`src/rtl/alu_cmd_issuer.sv`:
```
// alu_cmd_issuer: buffers ALU commands in a small FIFO and issues them one at a time over
// the ALU ready/valid/done handshake. Optional watchdog: `define ALU_CMD_ISSUER_TIMEOUT_EN.
`timescale 1ns/1ps
module alu_cmd_issuer #(
    parameter int ALU_IN_OP_WIDTH = 8,
    parameter int FIFO_DEPTH      = 4,
    parameter int TIMEOUT_CYCLES  = 64
) (
    input  logic                         clk,
    input  logic                         rst,
    input  logic                         cmd_valid,
    output logic                         cmd_ready,
    input  logic [2:0]                   cmd_op,
    input  logic [ALU_IN_OP_WIDTH-1:0]   cmd_a,
    input  logic [ALU_IN_OP_WIDTH-1:0]   cmd_b,
    output logic                         rsp_valid,
    input  logic                         rsp_ready,
    output logic [2:0]                   rsp_op,
    output logic [2*ALU_IN_OP_WIDTH-1:0] rsp_result,
    output logic                         rsp_timeout,
    input  logic                         alu_ready,
    output logic                         alu_valid,
    output logic [2:0]                   alu_op,
    output logic [ALU_IN_OP_WIDTH-1:0]   alu_a,
    output logic [ALU_IN_OP_WIDTH-1:0]   alu_b,
    output logic                         alu_rst,
    input  logic                         alu_done,
    input  logic [2*ALU_IN_OP_WIDTH-1:0] alu_result
);
    // state     | meaning
    // IDLE      | pop the FIFO head and decode its opcode
    // ISSUE     | wait for alu_ready, strobe alu_valid for one cycle
    // WAIT_DONE | wait for alu_done (or the watchdog)
    // RSTP      | drive alu_rst low for one cycle
    // RESP      | present the response until rsp_ready
    localparam logic [2:0] IDLE      = 3'd0;
    localparam logic [2:0] ISSUE     = 3'd1;
    localparam logic [2:0] WAIT_DONE = 3'd2;
    localparam logic [2:0] RSTP      = 3'd3;
    localparam logic [2:0] RESP      = 3'd4;

    localparam logic [2:0] OP_ADD = 3'd1;
    localparam logic [2:0] OP_AND = 3'd2;
    localparam logic [2:0] OP_XOR = 3'd3;
    localparam logic [2:0] OP_MUL = 3'd4;
    localparam logic [2:0] OP_RST = 3'd7;

    localparam int AW = $clog2(FIFO_DEPTH);
    localparam int W  = ALU_IN_OP_WIDTH;

    logic [2:0]   fifo_op [FIFO_DEPTH];
    logic [W-1:0] fifo_a  [FIFO_DEPTH];
    logic [W-1:0] fifo_b  [FIFO_DEPTH];
    logic [AW:0]  wr_ptr, rd_ptr;
    logic         full, empty, push, pop;

    logic [2:0]   state;
    logic [2:0]   iss_op;
    logic [W-1:0] iss_a, iss_b;
    logic [2:0]   head_op;

    assign empty     = (wr_ptr == rd_ptr);
    assign full      = (wr_ptr[AW] != rd_ptr[AW]) && (wr_ptr[AW-1:0] == rd_ptr[AW-1:0]);
    assign cmd_ready = rst && !full;
    assign push      = cmd_valid && cmd_ready;
    assign pop       = (state == IDLE) && !empty;
    assign head_op   = fifo_op[rd_ptr[AW-1:0]];

    always_ff @(posedge clk) begin
        if (push) begin
            fifo_op[wr_ptr[AW-1:0]] <= cmd_op;
            fifo_a[wr_ptr[AW-1:0]]  <= cmd_a;
            fifo_b[wr_ptr[AW-1:0]]  <= cmd_b;
        end
    end

    always_ff @(posedge clk) begin
        if (!rst) begin
            wr_ptr <= '0;
            rd_ptr <= '0;
        end else begin
            if (push) wr_ptr <= wr_ptr + 1'b1;
            if (pop)  rd_ptr <= rd_ptr + 1'b1;
        end
    end

`ifdef ALU_CMD_ISSUER_TIMEOUT_EN
    localparam int TW = $clog2(TIMEOUT_CYCLES + 1);
    logic [TW-1:0] wd_cnt;
    logic          rsp_timeout_q;

    // Loaded on the issue cycle so it reaches zero on the last allowed WAIT_DONE cycle.
    always_ff @(posedge clk) begin
        if (!rst) begin
            wd_cnt <= '0;
        end else if (state == ISSUE && alu_ready) begin
            wd_cnt <= TW'(TIMEOUT_CYCLES - 1);
        end else if (state == WAIT_DONE && wd_cnt != '0) begin
            wd_cnt <= wd_cnt - 1'b1;
        end
    end
    assign rsp_timeout = rsp_timeout_q;
`else
    assign rsp_timeout = 1'b0;
`endif

    always_ff @(posedge clk) begin
        if (!rst) begin
            state      <= IDLE;
            iss_op     <= '0;
            iss_a      <= '0;
            iss_b      <= '0;
            rsp_op     <= '0;
            rsp_result <= '0;
`ifdef ALU_CMD_ISSUER_TIMEOUT_EN
            rsp_timeout_q <= 1'b0;
`endif
        end else begin
            case (state)
                IDLE: begin
                    if (!empty) begin
                        iss_op <= head_op;
                        iss_a  <= fifo_a[rd_ptr[AW-1:0]];
                        iss_b  <= fifo_b[rd_ptr[AW-1:0]];
                        case (head_op)
                            OP_RST:                         state <= RSTP;
                            OP_ADD, OP_AND, OP_XOR, OP_MUL: state <= ISSUE;
                            default:                        state <= IDLE;
                        endcase
                    end
                end
                RSTP: state <= IDLE;
                ISSUE: begin
                    if (alu_ready) state <= WAIT_DONE;
                end
                WAIT_DONE: begin
                    if (alu_done) begin
                        rsp_result <= alu_result;
                        rsp_op     <= iss_op;
`ifdef ALU_CMD_ISSUER_TIMEOUT_EN
                        rsp_timeout_q <= 1'b0;
`endif
                        state      <= RESP;
                    end
`ifdef ALU_CMD_ISSUER_TIMEOUT_EN
                    else if (wd_cnt == '0) begin
                        rsp_result    <= '0;
                        rsp_op        <= iss_op;
                        rsp_timeout_q <= 1'b1;
                        state         <= RESP;
                    end
`endif
                end
                RESP: begin
                    if (rsp_ready) state <= IDLE;
                end
                default: state <= IDLE;
            endcase
        end
    end

    assign rsp_valid = (state == RESP);
    assign alu_valid = (state == ISSUE) && alu_ready;
    assign alu_op    = alu_valid ? iss_op : 3'd0;
    assign alu_a     = alu_valid ? iss_a : '0;
    assign alu_b     = alu_valid ? iss_b : '0;
    assign alu_rst   = rst && (state != RSTP);

endmodule

```
`config.mk`:
```
export PLATFORM = sky130hd
export DESIGN_NAME = alu_cmd_issuer
export DESIGN_NICKNAME = d
export VERILOG_FILES = /design/src/rtl/alu_cmd_issuer.sv
export SDC_FILE = /design/constraint.sdc
export NUM_CORES = 1
export LEC_CHECK = 0
export BUFFER_PORTS_ARGS = -buffer_cell sky130_fd_sc_hd__buf_2
export CAP_MARGIN = 40
export CELL_PAD_IN_SITES_DETAIL_PLACEMENT = 1
export CELL_PAD_IN_SITES_GLOBAL_PLACEMENT = 1
export CORE_MARGIN = 4
export CORE_UTILIZATION = 40
export DETAILED_ROUTE_END_ITERATION = 8
export PLACE_DENSITY_LB_ADDON = 0.1
export SYNTH_ARGS = -nofsm -noshare
export SYNTH_HDL_FRONTEND = slang
export SYNTH_SLANG_ARGS = --single-unit
```
`constraint.sdc`:
```
create_clock -name clk -period 1.9 [get_ports clk]
set_input_delay 0.095 -clock clk [delete_from_list [all_inputs] [get_ports clk]]
set_output_delay 0.095 -clock clk [all_outputs]
set_load 0.01 [all_outputs]
```
==> impl_metrics.env, run 1 <==
export IMPL_status="completed"
export IMPL_synthArstFlopShare_pct=0
export IMPL_power_density_mw_per_mm2=1372
export IMPL_clk_path_buf_depth=2
export IMPL_setup_viol_count_final=0
export IMPL_dp_hpwl_mm=6.888
export IMPL_synth_top_cell_by_area="edfxtp_1"
export IMPL_clock_latency_ps=420
export IMPL_sw_frac_of_total_pct=27.58
export IMPL_root_buffer="clkbuf_16"
export IMPL_cts_tree="done"
export IMPL_p_comb_share_pct=23.5
export IMPL_vdd_drop_max_mv=0.8505
export IMPL_first_iter_violations=170
export IMPL_syn_inst=361
export IMPL_num_rows=39
export IMPL_wirelength_met1_mm=4.864
export IMPL_fmaxAchievable_mhz=576.6
export IMPL_leakage_uw=0.002520
export IMPL_antenna_found_initial=0
export IMPL_crit_arrival_ps=1850
export IMPL_die_h_um=117.9
export IMPL_start_util_pct=41.59
export IMPL_synth_top_cells_by_count="nand2_1 (82), edfxtp_1 (76), dfxtp_1 (49), a21oi_1 (41), and2_1 (23)"
export IMPL_areaGrowthSynthToFinish_pct=35.78
export IMPL_seqPwrFrac_pct=38.2
export IMPL_numCtsBuffers=17
export IMPL_slowest_stage="a311oi_2"
export IMPL_synth_area_mm2=0.004830
export IMPL_coreArea_mm2=0.01161
export IMPL_end_kind="register"
export IMPL_htreeDepth=4
export IMPL_wl_met2_mm=5.406
export IMPL_startpoint="rd_ptr[2]$_SDFFE_PN0P_"
export IMPL_worst_path_buf_inv=1
export IMPL_yosysUniqueCellTypes=39
export IMPL_die_area_mm2=0.01390
export IMPL_pwr_share_clk_pct=38.4
export IMPL_fp_dieW_um=117.9
export IMPL_seq_area_mm2=0.003263
export IMPL_rr_startpoint="rd_ptr[2]$_SDFFE_PN0P_"
export IMPL_p_sw_uw=2481
export IMPL_hold_violations=0
export IMPL_post_route_drc_count=0
export IMPL_vias_per_cell=4.921
export IMPL_hold_class="in -> reg"
export IMPL_yosys_warnings=0
export IMPL_worstHoldStart="alu_done"
export IMPL_ant_nets=0
export IMPL_place_gp_congestion=0.7214
export IMPL_wirelength_mm=10.95
export IMPL_cts_sinks=125
export IMPL_whs_ps=29.55
export IMPL_postLayoutCoreUtil_pct=56.46
export IMPL_vias=3223
export IMPL_antenna_cells=0
export IMPL_synth_avg_cell_area_um2=13.38
export IMPL_multi_input_area_mm2=0.001471
export IMPL_io_pins=84
export IMPL_max_cap_violations=0
export IMPL_top_layer_used="met4"
export IMPL_path_class="reg -> reg"
export IMPL_synth_top_cell_area_share_pct=47.25
export IMPL_drv_slew=0
export IMPL_grt_pass1_wl_mm=18.10
export IMPL_synth_flop_cell="edfxtp_1"
export IMPL_fin_setup_tns_ps=0
export IMPL_synth_area_leaders="edfxtp_1 (47%), dfxtp_1 (20%), mux4_2 (8.4%), nand2_1 (6.4%), a21oi_1 (4.2%)"
export IMPL_path_max_fanout=18
export IMPL_fin_nets=545
export IMPL_fin_ws_ps=165.6
export IMPL_start_kind="register"
export IMPL_dp_worst_setup_slack_ps=164.7
export IMPL_ys_seq_area_share_pct=67.56
export IMPL_fillers=1183
export IMPL_rsz0062_at_grt="yes"
export IMPL_wl_met3_um=549
export IMPL_grt_ovfl_total=0
export IMPL_synth_nets=407
export IMPL_post_route_min_period_ps=1734
export IMPL_post_route_period_util_pct=91.29
export IMPL_clkTransAtPathRegs_ps=60
export IMPL_synth_edff_count=76
export IMPL_layout_drive_gt1_share_pct=30.86
export IMPL_synth_seq_cells=125
export IMPL_crit_required_ps=2020
export IMPL_skew_ps=13.80
export IMPL_p_int_uw=6516
export IMPL_grt_pass1_vias=3407
export IMPL_io_buffer_count=82
export IMPL_crit_path_max_incr_delay_ps=410
export IMPL_crit_family="compound AO/OA/AOI/OAI gates"
export IMPL_track_usage_pct=16.95
export IMPL_grt_start_max_net_pins=37
export IMPL_synth_most_common_cell="nand2_1"
export IMPL_path_cells="xor2_2 -> a311oi_2 -> and2_2 -> buf_12"
export IMPL_wire_per_inst_um=16.72
export IMPL_drt_first_pass_iters=4
export IMPL_power_total_uw=8997
export IMPL_postCtsSetupRepairBufs=0
worst min-delay path: cells and delay by family:
family	cells	cell delay, ps
buffers and inverters	1	110
AO/OA/AOI/OAI	2	120
AND/OR/NAND/NOR	1	80
power groups by stage:
stage	clock [µW]	combinational [µW]	sequential [µW]
6_report	3450	2110	3430
5_1_grt	3700	2350	3480
4_1_cts	3530	2160	3440
3_5_place_dp	0	2080	3490
3_3_place_gp	0	2060	3470
2_1_floorplan	0	1380	3440
stage by stage:
step / cell area, µm² / cells
global route: 6558 / 655
global placement: 5552 / 586
CTS: 6554 / 655
floorplan: 4835 / 361
detailed placement: 5552 / 586
finish: 6558 / 655
sequential cells by signal, summed over array words and instances (netlist names), named ones only:
signal,count
wr_ptr,3
fifo_op,12
rsp_op,3
rsp_result,16
iss_a,8
iss_op,3
fifo_a,32
state,3
fifo_b,32
rd_ptr,3
iss_b,8
path summary, 6_finish.rpt:
path                            end  slack, ps  cells past startpoint
min reg2reg   iss_b[0]$_SDFFE_PN0P_        450                      2
max reg2reg  fifo_a[3][4]$_DFFE_PP_        170                      4
max          fifo_a[3][4]$_DFFE_PP_        170                      4
min           state[1]$_SDFFE_PN0P_         30                      4
per-layer routing:
metal / vias up / track usage, %
met2: 81 / 26.99
met4: 0 / 6.374
met1: 1560 / 21.05
li1: 1567 / -
met5: - / 0
met3: 15 / 6.439
cell type report:
type	count	area share [%]
flip-flops and latches	125	49.76
multi-input cells	211	22.44
repair buffers	138	15.09
clock buffers	20	6.659
clock inverters	12	2.977
well taps	143	2.728
inverters	6	0.3434
cells in the final DEF (no fill, tap or decap), types with 2 or more instances in the layout:
| cell | n |
|---|---|
| a211o_1 | 2 |
| a21oi_1 | 41 |
| and2_1 | 19 |
| and2_2 | 4 |
| buf_12 | 5 |
| buf_2 | 82 |
| buf_4 | 13 |
| bufinv_16 | 5 |
| clkbuf_1 | 3 |
| clkbuf_16 | 17 |
| clkinv_2 | 4 |
| clkinv_4 | 2 |
| dfxtp_1 | 49 |
| dlygate4sd3_1 | 37 |
| edfxtp_1 | 76 |
| ha_1 | 5 |
| inv_1 | 5 |
| mux4_2 | 18 |
| nand2_1 | 82 |
| nand2b_1 | 2 |
| nand3b_1 | 2 |
| nor2_1 | 3 |
| nor3_1 | 4 |
| o21ai_0 | 2 |
| xnor2_1 | 3 |
| xor2_1 | 3 |
kinds of logic (layout without fill, tap and decap cells):
| kind of cell | Yosys count | in the layout | share of synthesized area, % |
|---|---|---|---|
| compound gates | 55 | 55 | 6.581 |
| xor+xnor | 7 | 7 | 1.425 |
| fa+ha+maj | 5 | 5 | 1.295 |
| buf+inv | 25 | 176 | 2.357 |
| flops | 125 | 125 | 67.56 |
| mux | 19 | 19 | 8.938 |
| other cells | 1 | 1 | 0.07765 |
| simple gates | 124 | 124 | 11.76 |
timing repair:
action / 4_1_cts / 5_1_grt
hold buffers: 37 / 0
setup endpoints to repair: 0 / 2
endpoints found under the hold margin: 95 / 0
gates resized for setup: 0 / 1
(Power assumes the default switching activity.)
==> inputs of run 2 (changes only) <==
--- a/config.mk
+++ b/config.mk
@@ -5,12 +5,13 @@
 export SDC_FILE = /design/constraint.sdc
 export NUM_CORES = 1
 export LEC_CHECK = 0
+export ABC_CLOCK_PERIOD_IN_PS = 1600
 export BUFFER_PORTS_ARGS = -buffer_cell sky130_fd_sc_hd__buf_2
 export CAP_MARGIN = 40
 export CELL_PAD_IN_SITES_DETAIL_PLACEMENT = 1
 export CELL_PAD_IN_SITES_GLOBAL_PLACEMENT = 1
 export CORE_MARGIN = 4
-export CORE_UTILIZATION = 40
+export CORE_UTILIZATION = 45
 export DETAILED_ROUTE_END_ITERATION = 8
 export PLACE_DENSITY_LB_ADDON = 0.1
 export SYNTH_ARGS = -nofsm -noshare
==> constraint.sdc (replaced) <==
create_clock -name clk -period 1.6 [get_ports clk]
set_input_delay 0.08 -clock clk [delete_from_list [all_inputs] [get_ports clk]]
set_output_delay 0.08 -clock clk [all_outputs]
set_load 0.01 [all_outputs]
==> impl_metrics.env, run 2 (synthesis results as in run 1) <==
export IMPL_status="complete, but fails checks"
export IMPL_violations="negative setup slack"
export IMPL_vdd_drop_max_mv=0.9825
export IMPL_grt_start_max_net_pins=33
export IMPL_cts_tree="done"
export IMPL_layout_drive_gt1_share_pct=49.82
export IMPL_fin_ws_ps=-325.2
export IMPL_postLayoutCoreUtil_pct=73.75
export IMPL_post_route_period_util_pct=120.3
export IMPL_hold_class="in -> reg"
export IMPL_grt_pass1_wl_mm=24.40
export IMPL_track_usage_pct=26.14
export IMPL_coreArea_mm2=0.01037
export IMPL_start_kind="register"
export IMPL_die_area_mm2=0.01245
export IMPL_end_kind="output port"
export IMPL_setup_viol_count_final=121
export IMPL_path_max_fanout=6
export IMPL_wl_met2_mm=9.863
export IMPL_drt_first_pass_iters=4
export IMPL_hold_violations=0
export IMPL_top_layer_used="met4"
export IMPL_max_cap_violations=0
export IMPL_cts_sinks=125
export IMPL_crit_required_ps=1520
export IMPL_leakage_uw=0.002957
export IMPL_first_iter_violations=227
export IMPL_ant_nets=0
export IMPL_dp_cells=594
export IMPL_wirelength_met1_mm=6.836
export IMPL_fp_dieW_um=111.6
export IMPL_dp_hpwl_mm=8.085
export IMPL_io_pins=84
export IMPL_grt_pass1_vias=4097
export IMPL_wirelength_mm=18.27
export IMPL_skew_ps=10.16
export IMPL_drv_slew=0
export IMPL_power_density_mw_per_mm2=1705
export IMPL_post_route_min_period_ps=1925
export IMPL_clk_path_buf_depth=2
export IMPL_crit_arrival_ps=1850
export IMPL_rsz0062_at_grt="yes"
export IMPL_die_h_um=111.6
export IMPL_htreeDepth=4
export IMPL_antenna_cells=0
export IMPL_start_util_pct=46.57
export IMPL_clkTransAtPathRegs_ps=50
export IMPL_clock_latency_ps=530
export IMPL_num_rows=37
export IMPL_final_common_cell="edfxtp_1"
export IMPL_fin_nets=585
export IMPL_areaGrowthSynthToFinish_pct=58.34
export IMPL_fmaxAchievable_mhz=519.4
export IMPL_antenna_found_initial=0
export IMPL_most_common_layout_cells="edfxtp_1 (76), buf_2 (62), nand2_1 (59)"
export IMPL_grt_ovfl_total=0
export IMPL_numCtsBuffers=17
export IMPL_vias_per_cell=5.584
export IMPL_final_cells=688
export IMPL_wire_per_inst_um=26.55
export IMPL_place_gp_congestion=0.7404
export IMPL_root_buffer="clkbuf_8"
export IMPL_post_route_drc_count=0
export IMPL_vias=3842
export IMPL_io_buffer_count=82
export IMPL_path_class="reg -> out"
export IMPL_wl_met3_mm=1.173
==> run 2: layout make-up <==
| cell class | count | area (µm²) |
|---|---|---|
| tap | 136 | 170.2 |
| clock buffer | 28 | 558.0 |
| timing repair buffer | 178 | 1658 |
| fill | 895 | 2723 |
| sequential | 125 | 3291 |
| multi-input combinational | 211 | 1878 |
| inverter | 6 | 22.52 |
| clock inverter | 4 | 70.07 |
==> run 2: power by group <==
group	switching, µW	internal (µW)	total (µW)
sequential	443	3870	4320
combinational	2460	2170	4630
clock	1440	2660	4090
==> run 2: routing by layer <==
layer / GRT usage [%] / vias to the layer above
met2: 47.81 / 188
met5: 0 / -
met3: 6.141 / 31
met1: 31.13 / 1961
met4: 6.488 / 0
li1: - / 1662
==> run 2: worst max-delay path, cell delays in order, from the launching register on <==
cell	delay [ps]
dfxtp_2	340
buf_6	110
nand2_4	60
nor3_4	250
buf_6	170
buf_8	130
and2_1	130
buf_2	130
==> run 2: final timing paths <==
path	startpoint	slack, ps	endpoint	cells past startpoint
min	alu_ready	190	state[1]$_SDFFE_PN0P_	6
max	state[0]$_SDFFE_PN0P_	-330	alu_a[4]	7
max reg2reg	wr_ptr[2]$_SDFFE_PN0P_	-290	fifo_b[1][2]$_DFFE_PP_	6
min reg2reg	rsp_result[15]$_SDFFE_PN0P_	460	rsp_result[15]$_SDFFE_PN0P_	2
==> run 2: what timing repair did <==
| item | 4_1_cts | 5_1_grt |
|---|---|---|
| hold endpoints to repair | 97 | 0 |
| gates cloned | 5 | 4 |
| setup endpoints to repair | 118 | 128 |
| resized for setup | 76 | 90 |
| hold buffers | 40 | 0 |
| buffers inserted | 18 | 5 |
| pin swaps | 27 | 45 |
==> run 2: stage by stage <==
| step | total power (µW) | TNS (ps) | hold WS, ps | setup WS [ps] | area, µm² |
|---|---|---|---|---|---|
| 3_5_place_dp | 6909 | -955.5 | 302.0 | -43.76 | 5762 |
| 2_1_floorplan | 5818 | 0 | 178.9 | 1.015 | 4888 |
| 6_report | 13040 | -22830 | 188.4 | -325.2 | 7647 |
| 5_1_grt | 13510 | -27830 | 187.1 | -411.9 | 7647 |
| 3_3_place_gp | 6774 | -542.0 | 301.3 | -31.52 | 5762 |
| 4_1_cts | 11430 | -12600 | 96.73 | -207.5 | 7342 |
==> inputs of run 3 (changes only) <==
--- a/config.mk
+++ b/config.mk
@@ -10,7 +10,7 @@
 export CAP_MARGIN = 40
 export CELL_PAD_IN_SITES_DETAIL_PLACEMENT = 1
 export CELL_PAD_IN_SITES_GLOBAL_PLACEMENT = 1
-export CORE_MARGIN = 4
+export CORE_MARGIN = 3
 export CORE_UTILIZATION = 45
 export DETAILED_ROUTE_END_ITERATION = 8
 export PLACE_DENSITY_LB_ADDON = 0.1
==> impl_metrics.env, run 3 (synthesis results as in run 1) <==
export IMPL_grt_start_max_net_pins=35
export IMPL_grt_pass1_wl_mm=23.44
export IMPL_areaGrowthSynthToFinish_pct=59.74
export IMPL_post_route_drc_count=0
export IMPL_most_common_layout_cells="edfxtp_1 (76), nand2_1 (62), buf_2 (61)"
export IMPL_fin_setup_tns_ps=-21320
export IMPL_end_kind="output port"
export IMPL_setup_viol_count_final=127
export IMPL_final_common_cell="edfxtp_1"
export IMPL_clock_latency_ps=520
export IMPL_drv_slew=0
export IMPL_drt_first_pass_iters=4
export IMPL_first_iter_violations=375
export IMPL_htreeDepth=4
export IMPL_clkTransAtPathRegs_ps=70
export IMPL_clk_path_buf_depth=2
export IMPL_fp_dieW_um=109.6
export IMPL_grt_pass1_vias=4126
export IMPL_dp_hpwl_mm=7.766
export IMPL_hold_violations=0
export IMPL_layout_drive_gt1_share_pct=50.89
export IMPL_crit_arrival_ps=1800
export IMPL_r2r_end="fifo_b[0][4]$_DFFE_PP_"
export IMPL_place_gp_congestion=0.7467
export IMPL_post_route_period_util_pct=117.4
export IMPL_crit_required_ps=1520
export IMPL_skew_ps=11.59
export IMPL_die_area_mm2=0.01201
export IMPL_io_buffer_count=82
export IMPL_antenna_found_initial=0
export IMPL_io_pins=84
export IMPL_startpoint="state[0]$_SDFFE_PN0P_"
export IMPL_ff2ff_setup_slack_ps=-240
export IMPL_fin_ws_ps=-278.7
export IMPL_vias=3917
export IMPL_fin_nets=593
export IMPL_grt_ovfl_total=0
export IMPL_start_util_pct=46.57
export IMPL_cts_sinks=125
export IMPL_power_density_mw_per_mm2=1688
export IMPL_track_usage_pct=27.50
export IMPL_cts_tree="done"
export IMPL_rsz0062_at_grt="yes"
export IMPL_post_route_min_period_ps=1879
export IMPL_path_class="reg -> out"
export IMPL_hold_class="in -> reg"
export IMPL_worstHoldStart="rst"
export IMPL_path_max_fanout=8
export IMPL_coreArea_mm2=0.01037
export IMPL_hold_depth=4
export IMPL_start_kind="register"
export IMPL_worst_hold_path_endpoint="iss_b[7]$_SDFFE_PN0P_"
export IMPL_root_buffer="clkbuf_8"
export IMPL_max_cap_violations=0
export IMPL_fmaxAchievable_mhz=532.3
export IMPL_rr_startpoint="wr_ptr[2]$_SDFFE_PN0P_"
export IMPL_ant_nets=0
export IMPL_wirelength_mm=19.48
export IMPL_vias_per_cell=5.620
export IMPL_num_rows=37
export IMPL_violations="negative setup slack"
export IMPL_wire_per_inst_um=27.95
export IMPL_numCtsBuffers=17
export IMPL_die_h_um=109.6
export IMPL_postLayoutCoreUtil_pct=74.40
export IMPL_vdd_drop_max_mv=1.230
export IMPL_r2r_cells=6
export IMPL_leakage_uw=0.002984
export IMPL_status="complete, but fails checks"
[run 3: cell type report]
| class | count | area (µm²) |
|---|---|---|
| multi-input combinational | 211 | 1908 |
| timing repair buffer | 186 | 1772 |
| fill | 907 | 2655 |
| inverter | 6 | 22.52 |
| clock buffer | 18 | 417.9 |
| antenna | 1 | 2.502 |
| tap | 136 | 170.2 |
| sequential | 125 | 3289 |
| clock inverter | 14 | 132.6 |
[run 3: worst max path at each step]
| stage | end |
|---|---|
| CTS | alu_a[7] |
| floorplan | fifo_a[3][0]$_DFFE_PP_ |
| finish | alu_b[3] |
| global route | alu_b[3] |
| global placement | fifo_b[3][5]$_DFFE_PP_ |
| detailed placement | iss_a[0]$_SDFFE_PN0P_ |
[run 3: metrics by stage]
| step | total power, µW | cell area, µm² | instances | hold slack [ps] | setup slack (ps) |
|---|---|---|---|---|---|
| after floorplan | 5818 | 4888 | 361 | 178.9 | 1.015 |
| after global placement | 6771 | 5747 | 592 | 291.9 | -46.39 |
| after detailed placement | 6906 | 5747 | 592 | 295.5 | -129.9 |
| after CTS | 11090 | 7321 | 692 | 83.79 | -192.9 |
| after global routing | 13430 | 7712 | 696 | 179.0 | -340.4 |
| final | 13020 | 7715 | 697 | 178.6 | -278.7 |
[run 3: power breakdown]
group | internal [µW] | leakage [µW] | switching, µW
Combinational | 2350 | 0.00164 | 2560
Clock | 2090 | 0.000253 | 1640
Sequential | 3870 | 0.00110 | 512
Total | 8310 | 0.00298 | 4720
[run 3: timing repair]
item,in CTS,in global routing
setup buffers,22,11
pin swaps,29,42
hold endpoints to repair,97,0
resized for setup,74,106
cloned,6,4
hold buffers,40,0
endpoints found under the setup margin,122,141
[run 3: metal layers]
| metal | track usage, % | part of all wire, % | up-vias |
|---|---|---|---|
| li1 | - | - | 1668 |
| met1 | 31.17 | 36 | 1944 |
| met2 | 50.04 | 52 | 241 |
| met3 | 5.755 | 6.8 | 64 |
| met4 | 11.58 | 4.2 | 0 |
| met5 | 0 | 0 | - |
[run 3: worst max-delay path: stages (launching register included)]
cell     delay, ps
dfxtp_2        350
buf_6          110
nand2_4         50
nor3_4         230
buf_6          150
buf_8          130
and2_4         160
buf_6           90
